===== config.mk =====
export PLATFORM = sky130hd
export DESIGN_NAME = mc_match_flat
export DESIGN_NICKNAME = d
export VERILOG_FILES = /design/src/rtl/mc_match_if.sv /design/src/rtl/mc_match.sv /design/src/flat_wrapper.sv
export SDC_FILE = /design/constraint.sdc
export NUM_CORES = 1
export LEC_CHECK = 0
export ABC_CLOCK_PERIOD_IN_PS = 2450
export CORE_ASPECT_RATIO = 0.75
export CORE_MARGIN = 2
export CORE_UTILIZATION = 51
export CTS_CLUSTER_SIZE = 30
export DETAILED_ROUTE_END_ITERATION = 12
export PLACE_DENSITY = 0.78
export SLEW_MARGIN = 30
export SYNTH_ARGS = -nofsm -noshare
export SYNTH_HDL_FRONTEND = slang
export SYNTH_SLANG_ARGS = --single-unit
export TNS_END_PERCENT = 50

===== constraint.sdc =====
create_clock -name clk -period 2.45 [get_ports clk]
set_input_delay 0.49 -clock clk [delete_from_list [all_inputs] [get_ports clk]]
set_output_delay 0.49 -clock clk [all_outputs]
set_load 0.01 [all_outputs]

===== src/rtl/mc_match_if.sv =====
// Bus between the reaction-game master controller and its surroundings:
// button/tick/random inputs in, display and score outputs back.
interface mc_match_if #(
  parameter int N_PLAYERS = 2,
  parameter int ID_W      = 1,
  parameter int WIN_W     = 4
);
  logic                       slowen_i;
  logic                       rand_i;
  logic [N_PLAYERS-1:0]       press_i;
  logic                       restart_i;
  logic                       leds_on_o;
  logic                       clear_o;
  logic [1:0]                 led_control_o;
  logic                       round_win_o;
  logic                       foul_o;
  logic [ID_W-1:0]            winner_id_o;
  logic [N_PLAYERS*WIN_W-1:0] scores_o;
  logic                       match_over_o;

  modport slave (
    input  slowen_i, rand_i, press_i, restart_i,
    output leds_on_o, clear_o, led_control_o, round_win_o, foul_o,
           winner_id_o, scores_o, match_over_o
  );

  modport master (
    output slowen_i, rand_i, press_i, restart_i,
    input  leds_on_o, clear_o, led_control_o, round_win_o, foul_o,
           winner_id_o, scores_o, match_over_o
  );
endinterface


===== src/rtl/mc_match.sv =====
// Master controller for the N-player reaction game: round sequencing,
// winner arbitration, foul detection, score keeping and match end.
module mc_match #(
  parameter int N_PLAYERS      = 2,
  parameter int ID_W           = 1,
  parameter int WIN_W          = 4,
  parameter int MATCH_WINS     = 3,
  parameter int WAIT_TICKS     = 2,
  parameter int GLOAT_TICKS    = 2,
  parameter int MIN_DARK_TICKS = 1
) (
  input logic        clk,
  input logic        rst_n,
  mc_match_if.slave  bus
);

  localparam logic [2:0] S_RESET     = 3'd0;
  localparam logic [2:0] S_WAIT      = 3'd1;
  localparam logic [2:0] S_DARK      = 3'd2;
  localparam logic [2:0] S_PLAY      = 3'd3;
  localparam logic [2:0] S_GLOAT     = 3'd4;
  localparam logic [2:0] S_FOUL      = 3'd5;
  localparam logic [2:0] S_MATCH_END = 3'd6;

  localparam int MAX_T = (WAIT_TICKS > GLOAT_TICKS)
                         ? ((WAIT_TICKS > MIN_DARK_TICKS) ? WAIT_TICKS : MIN_DARK_TICKS)
                         : ((GLOAT_TICKS > MIN_DARK_TICKS) ? GLOAT_TICKS : MIN_DARK_TICKS);
  localparam int CNT_W = $clog2(MAX_T + 2);

  localparam logic [CNT_W-1:0] WAIT_C  = CNT_W'(WAIT_TICKS);
  localparam logic [CNT_W-1:0] GLOAT_C = CNT_W'(GLOAT_TICKS);
  localparam logic [CNT_W-1:0] DARK_C  = CNT_W'(MIN_DARK_TICKS);

  logic [2:0]                 state_q, state_d;
  logic [CNT_W-1:0]           cnt_q, cnt_d, cnt_inc;
  logic [N_PLAYERS*WIN_W-1:0] scores_q, scores_d;
  logic [ID_W-1:0]            winner_q, winner_d, low_id;
  logic                       any_press;
  logic [WIN_W-1:0]           old_score, new_score;
  logic                       round_win_q, round_win_d;
  logic                       leds_on_q, leds_on_d;
  logic                       clear_q, clear_d;
  logic [1:0]                 ctrl_q, ctrl_d;
  logic                       foul_q, match_over_q;

  // Fixed-priority arbitration: the lowest pressed index wins.
  always_comb begin
    low_id    = '0;
    any_press = 1'b0;
    for (int unsigned i = 0; i < N_PLAYERS; i++) begin
      if (bus.press_i[i] && !any_press) begin
        low_id    = ID_W'(i);
        any_press = 1'b1;
      end
    end
  end

  assign cnt_inc   = cnt_q + CNT_W'(1);
  assign old_score = scores_q[low_id*WIN_W +: WIN_W];
  assign new_score = (old_score == '1) ? old_score : old_score + WIN_W'(1);

  // Next-state, score, winner and tick-counter logic.
  always_comb begin
    state_d     = state_q;
    scores_d    = scores_q;
    winner_d    = winner_q;
    round_win_d = 1'b0;
    case (state_q)
      S_RESET: state_d = S_WAIT;
      S_WAIT:  if (bus.slowen_i && cnt_inc == WAIT_C) state_d = S_DARK;
      S_DARK: begin
        if (any_press) begin
          state_d  = S_FOUL;
          winner_d = low_id;
        end else if (cnt_q >= DARK_C && bus.slowen_i && bus.rand_i) begin
          state_d = S_PLAY;
        end
      end
      S_PLAY: begin
        if (any_press) begin
          scores_d[low_id*WIN_W +: WIN_W] = new_score;
          winner_d    = low_id;
          round_win_d = 1'b1;
          if (MATCH_WINS != 0 && 32'(new_score) == 32'(MATCH_WINS)) state_d = S_MATCH_END;
          else                                                      state_d = S_GLOAT;
        end
      end
      S_GLOAT, S_FOUL: if (bus.slowen_i && cnt_inc == GLOAT_C) state_d = S_DARK;
      S_MATCH_END: state_d = S_MATCH_END;
      default: state_d = S_RESET;
    endcase
    // restart overrides everything, including a score update this cycle
    if (bus.restart_i) begin
      state_d     = S_RESET;
      round_win_d = 1'b0;
    end
    if (state_d == S_RESET) scores_d = '0;

    if (state_d != state_q)              cnt_d = '0;
    else if (bus.slowen_i && cnt_q != '1) cnt_d = cnt_inc;
    else                                  cnt_d = cnt_q;
  end

  // Outputs decode the next state so they change on the edge entering it.
  always_comb begin
    leds_on_d = 1'b1;
    clear_d   = 1'b1;
    ctrl_d    = 2'd3;
    case (state_d)
      S_RESET:     begin leds_on_d = 1'b0; clear_d = 1'b1; ctrl_d = 2'd3; end
      S_WAIT:      begin leds_on_d = 1'b1; clear_d = 1'b1; ctrl_d = 2'd3; end
      S_DARK:      begin leds_on_d = 1'b0; clear_d = 1'b0; ctrl_d = 2'd0; end
      S_PLAY:      begin leds_on_d = 1'b1; clear_d = 1'b0; ctrl_d = 2'd1; end
      S_GLOAT:     begin leds_on_d = 1'b1; clear_d = 1'b1; ctrl_d = 2'd2; end
      S_FOUL:      begin leds_on_d = 1'b1; clear_d = 1'b1; ctrl_d = 2'd0; end
      S_MATCH_END: begin leds_on_d = 1'b1; clear_d = 1'b1; ctrl_d = 2'd2; end
      default:     begin leds_on_d = 1'b0; clear_d = 1'b1; ctrl_d = 2'd3; end
    endcase
  end

  // State and registered outputs, cleared asynchronously.
  always_ff @(posedge clk or negedge rst_n) begin
    if (!rst_n) begin
      state_q      <= S_RESET;
      cnt_q        <= '0;
      scores_q     <= '0;
      winner_q     <= '0;
      round_win_q  <= 1'b0;
      leds_on_q    <= 1'b0;
      clear_q      <= 1'b1;
      ctrl_q       <= 2'd3;
      foul_q       <= 1'b0;
      match_over_q <= 1'b0;
    end else begin
      state_q      <= state_d;
      cnt_q        <= cnt_d;
      scores_q     <= scores_d;
      winner_q     <= winner_d;
      round_win_q  <= round_win_d;
      leds_on_q    <= leds_on_d;
      clear_q      <= clear_d;
      ctrl_q       <= ctrl_d;
      foul_q       <= (state_d == S_FOUL);
      match_over_q <= (state_d == S_MATCH_END);
    end
  end

  assign bus.leds_on_o     = leds_on_q;
  assign bus.clear_o       = clear_q;
  assign bus.led_control_o = ctrl_q;
  assign bus.round_win_o   = round_win_q;
  assign bus.foul_o        = foul_q;
  assign bus.winner_id_o   = winner_q;
  assign bus.scores_o      = scores_q;
  assign bus.match_over_o  = match_over_q;

endmodule

===== src/flat_wrapper.sv =====
// flat-port wrapper written by rule: the top's interface ports become plain ports
module mc_match_flat 
#(
  parameter int N_PLAYERS      = 2,
  parameter int ID_W           = 1,
  parameter int WIN_W          = 4,
  parameter int MATCH_WINS     = 3,
  parameter int WAIT_TICKS     = 2,
  parameter int GLOAT_TICKS    = 2,
  parameter int MIN_DARK_TICKS = 1
)
  (clk, rst_n, bus_slowen_i, bus_rand_i, bus_press_i, bus_restart_i, bus_leds_on_o, bus_clear_o, bus_led_control_o, bus_round_win_o, bus_foul_o, bus_winner_id_o, bus_scores_o, bus_match_over_o);
  mc_match_if #(.N_PLAYERS(N_PLAYERS), .ID_W(ID_W), .WIN_W(WIN_W)) bus_i ();
  input logic clk;
  input logic rst_n;
  input wire logic [$bits(bus_i.slowen_i)-1:0] bus_slowen_i;
  input wire logic [$bits(bus_i.rand_i)-1:0] bus_rand_i;
  input wire logic [$bits(bus_i.press_i)-1:0] bus_press_i;
  input wire logic [$bits(bus_i.restart_i)-1:0] bus_restart_i;
  output wire logic [$bits(bus_i.leds_on_o)-1:0] bus_leds_on_o;
  output wire logic [$bits(bus_i.clear_o)-1:0] bus_clear_o;
  output wire logic [$bits(bus_i.led_control_o)-1:0] bus_led_control_o;
  output wire logic [$bits(bus_i.round_win_o)-1:0] bus_round_win_o;
  output wire logic [$bits(bus_i.foul_o)-1:0] bus_foul_o;
  output wire logic [$bits(bus_i.winner_id_o)-1:0] bus_winner_id_o;
  output wire logic [$bits(bus_i.scores_o)-1:0] bus_scores_o;
  output wire logic [$bits(bus_i.match_over_o)-1:0] bus_match_over_o;
  assign bus_i.slowen_i = bus_slowen_i;
  assign bus_i.rand_i = bus_rand_i;
  assign bus_i.press_i = bus_press_i;
  assign bus_i.restart_i = bus_restart_i;
  assign bus_leds_on_o = bus_i.leds_on_o;
  assign bus_clear_o = bus_i.clear_o;
  assign bus_led_control_o = bus_i.led_control_o;
  assign bus_round_win_o = bus_i.round_win_o;
  assign bus_foul_o = bus_i.foul_o;
  assign bus_winner_id_o = bus_i.winner_id_o;
  assign bus_scores_o = bus_i.scores_o;
  assign bus_match_over_o = bus_i.match_over_o;
  mc_match #(.N_PLAYERS(N_PLAYERS), .ID_W(ID_W), .WIN_W(WIN_W), .MATCH_WINS(MATCH_WINS), .WAIT_TICKS(WAIT_TICKS), .GLOAT_TICKS(GLOAT_TICKS), .MIN_DARK_TICKS(MIN_DARK_TICKS)) u_core (.clk(clk), .rst_n(rst_n), .bus(bus_i));
endmodule

==> metrics.md <==
| Metric | Value |
|---|---|
| Share of the synthesized area in the top cell type | `36.9%` |
| Remaining Overflow, GRT | `0` |
| Buffer levels on the longest clock path | `2` |
| Worst setup path class | `in2reg` |
| Cell-internal power | `559 uW` |
| Count of clock tree sinks | `21` |
| Leading cell types by total area after synthesis | `sky130_fd_sc_hd__dfrtp_1, sky130_fd_sc_hd__dfstp_2, sky130_fd_sc_hd__mux2i_1` |
| Setup repair after global routing missed its margin | `no` |
| First-pass GRT wire length | `between 4000 and 5000 um` |
| Status | `finished, final reports clean` |
| Final cycle utilization of the critical path | `95.9%` |
| Maximum frequency from static timing analysis | `roughly 0.43 GHz` |
| Remaining number of nets flagged by the antenna check after routing | `0` |
| Fill cell instance count of the final layout | `just under 200` |
| Worst stage delay on the critical path | `approximately 490 ps` |
| Number of hold violations in the final report | `0` |
| Met1 Resource Use GR | `30.8%` |
| Post-synthesis net count | `~140` |
| Total of max-cap violations | `0` |
| Total half-perimeter wirelength after legalization and detailed placement | `2210 um` |
| Wirelength per Cell | `roughly 14 um` |
| Detailed-router iteration count before antenna repair | `4` |
| Most frequent cells after synthesis | `sky130_fd_sc_hd__dfrtp_1, sky130_fd_sc_hd__nand2_1, sky130_fd_sc_hd__nor2_1` |
| Vias per inst | `5.58` |
| Standby leakage power | `around 0.00068 uW` |
| Floorplan die area | `2810 um2` |
| Net switching fraction of the power | `30.5%` |
| Buffers and inverters on the worst path | `2` |
| Synth area leader | `sky130_fd_sc_hd__dfrtp_1` |
| Syn Std Cell Area | `between 1000 and 1500 um2` |
| Most numerous cell in the Yosys netlist | `sky130_fd_sc_hd__dfrtp_1` |
| Fraction of final layout cells with drive strength greater than 1 | `between 10% and 20%` |
| Total routed wirelength | `2800 um` |
| Number of top-level design ports | `23` |
| Antenna diodes | `0` |
| Worst-case register-to-register setup slack | `around 380 ps` |
| Critical path fanouts, max | `5` |
| Gp weighted congestion | `roughly 0.84` |
| Share of synthesized area occupied by flip-flops and latches | `between 40 and 50%` |
| Clock root buffer | `sky130_fd_sc_hd__clkbuf_4` |
| Clock-pin transition on the worst setup and hold timing paths | `110 ps` |
| Clock tree from TritonCTS | `done` |
| Sw power | `about 250 uW` |
| CP Capture Type | `flip-flop` |
| Clock latency on the worst-skew pair | `just over 300 ps` |
| Area after DPL | `approximately 1500 um2` |
| Req. time, crit path | `2690 ps` |
| Core occupancy in the finished layout | `between 60% and 70%` |
| Slowest stage cell on the critical path | `sky130_fd_sc_hd__clkdlybuf4s50_1` |
| Vias in the first global route | `roughly 1000` |
| Starting utilization of the core area | `53.3%` |
| Violation count after the first detailed-route iteration | `46` |
| Critical Path, Cell by Cell | `clkdlybuf4s50_1, nand2b_4, mux2i_1, inv_1, ha_1, and3_1, and4_1, a22oi_2, mux2i_1` |
| Final design area excluding fillers | `1580 um2` |
| Maximum number of pins on one net before global-route repair | `22` |
| Initial antenna violation count | `0` |
| Post-synth top flop | `sky130_fd_sc_hd__dfrtp_1` |
| TritonCTS buffer count | `3` |
| Fin. max-slew vios | `0` |
| Global routing's busiest layer | `met2` |
| Peak VDD IR | `378 uV` |
| Type of element launching the critical path | `primary input` |
| Category of cells accounting for the largest share of critical-path delay | `buffers and inverters` |
| Power density over cell area | `~510 nW/um2` |
| Seq. cell area | `around 530 um2` |
| Fraction of power consumed by the clock network | `~20%` |
| Overall die width | `60.5 um` |
| Cell count after placement | `between 150 and 200` |
| Distinct cell type count after synthesis | `41` |
| Path class of the lowest-slack min-delay path | `in2async` |
| Number of buffers inserted for hold repair after clock tree synthesis | `0` |
| Core area | `~2300 um2` |
| Yosys warnings | `0` |
| Area delta synth->final | `29.2%` |
| Signal arrival time at the worst endpoint | `2590 ps` |
| Setup violators final | `0` |
| Worst max-slew margin expressed relative to the limit | `a little under three fifths` |
| Fraction of registers with async set/reset | `100%` |
| Residual DRC count | `0` |
| Largest clock skew in the final design | `5.81 ps` |
| Final min period | `2350 ps` |
| Vias after detailed routing | `roughly 1100` |
| Post-route non-filler standard cell count | `roughly 190` |
| Cells after Synth | `128` |
| Share of total power in combinational logic | `around 28%` |
| Number of I/O port buffers | `22` |
| Post-synth EDFFs | `0` |
| H-tree lvl count | `1` |
| Summed negative setup slack over all endpoints | `0 ps` |
| Global router's overall resource usage | `~23%` |
| Worst path most repeated cell | `sky130_fd_sc_hd__mux2i_1` |
| M2 GR Usage | `between 30% and 40%` |
| Rows | `15` |
| Number of storage elements in the synthesis netlist | `21` |
| Area taken by multi-input logic gates | `~640 um2` |
| Die height | `between 40 and 50 um` |
| Met3 global-route usage | `about 7.0%` |
| Slew of the pin with the lowest slew margin | `638 ps` |
| Post-synthesis average cell area | `roughly 9.5 um2` |
| Final layout net count | `~170` |
| Part of the power in registers | `a little over half` |
==> per-layer routing <==
metal	up-vias	wire length, um
met4	0	72
met5	-	0
met1	500	1200
met2	51	1260
met3	8	261
li1	523	-
==> registers in the layout, indices dropped and copies added, names as in the netlist <==
signal and flops:
u_core.bus.winner_id_o 1, u_core.bus.leds_on_o 1, u_core.bus.led_control_o 2, u_core.bus.foul_o 1, u_core.state_q 3, u_core.bus.round_win_o 1, u_core.bus.scores_o 8, u_core.cnt_q 2
u_core.bus.clear_o 1, u_core.bus.match_over_o 1
==> repair_timing <==
| action | CTS | global route |
|---|---|---|
| gates resized for setup | 0 | 1 |
| endpoints found under the setup margin | 0 | 1 |
| endpoints found under the hold margin | 0 | 0 |
| setup buffers | 0 | 0 |
==> kinds of logic (layout without fill, tap and decap cells) <==
group,count (synthesis),after routing,synth area share [%]
AND/OR/NAND/NOR,50,50,23.0
AO/OA/AOI/OAI,29,29,16.6
flip-flops,21,21,43.3
buffers and inverters,14,46,5.02
multiplexers,7,7,5.84
adder cells (fa/ha/maj),4,4,4.10
XOR/XNOR,3,3,2.15
==> layout by cell type (no fill, tap or decap), types with 4 or more instances in the layout <==
cell / Yosys / layout
sky130_fd_sc_hd__ha_1: 4 / 4
sky130_fd_sc_hd__a21oi_1: 8 / 8
sky130_fd_sc_hd__o21ai_0: 4 / 4
sky130_fd_sc_hd__inv_1: 8 / 8
sky130_fd_sc_hd__buf_4: 0 / 12
sky130_fd_sc_hd__clkdlybuf4s50_1: 0 / 22
sky130_fd_sc_hd__nand2_1: 11 / 11
sky130_fd_sc_hd__mux2i_1: 6 / 6
sky130_fd_sc_hd__nand4_1: 4 / 4
sky130_fd_sc_hd__dfrtp_1: 18 / 18
sky130_fd_sc_hd__nor2b_1: 4 / 4
sky130_fd_sc_hd__nor2_1: 10 / 10
==> layout make-up <==
cell class | count | share of cell area, %
clock inverter | 1 | 0.317
tap | 34 | 2.70
sequential | 21 | 33.5
clock buffer | 3 | 1.43
inverter | 8 | 1.90
multi-input combinational | 93 | 40.4
timing repair buffer | 34 | 19.7
==> power groups by stage <==
stage	sequential (uW)	combinational [uW]	clock, uW
after global placement	421	217	0
after floorplan	419	132	0
after global routing	423	252	188
after detailed placement	424	222	0
final	419	224	162
after CTS	418	223	167
==> metrics by stage <==
stage | power [uW] | hold slack, ps | setup WS, ps
6_report | 804 | 515 | 101
5_1_grt | 863 | 511 | 17.9
3_3_place_gp | 638 | 516 | -115
4_1_cts | 807 | 523 | 39.6
3_5_place_dp | 646 | 528 | -284
2_1_floorplan | 550 | 194 | 319
==> final timing paths <==
kind                                         from  cells after the start                     endpoint
setup reg to reg                u_core.state_q[1]                      5  u_core.bus.led_control_o[1]
hold reg to reg            u_core.bus.winner_id_o                      2       u_core.bus.winner_id_o
max in group asynchronous                   rst_n                      2           u_core.bus.clear_o
setup / recovery                   bus_press_i[0]                      9  u_core.bus.led_control_o[0]
min in group clk           u_core.bus.winner_id_o                      2       u_core.bus.winner_id_o
hold / removal                              rst_n                      2              u_core.cnt_q[1]
Note: power is estimated with default switching activity, not from simulation.
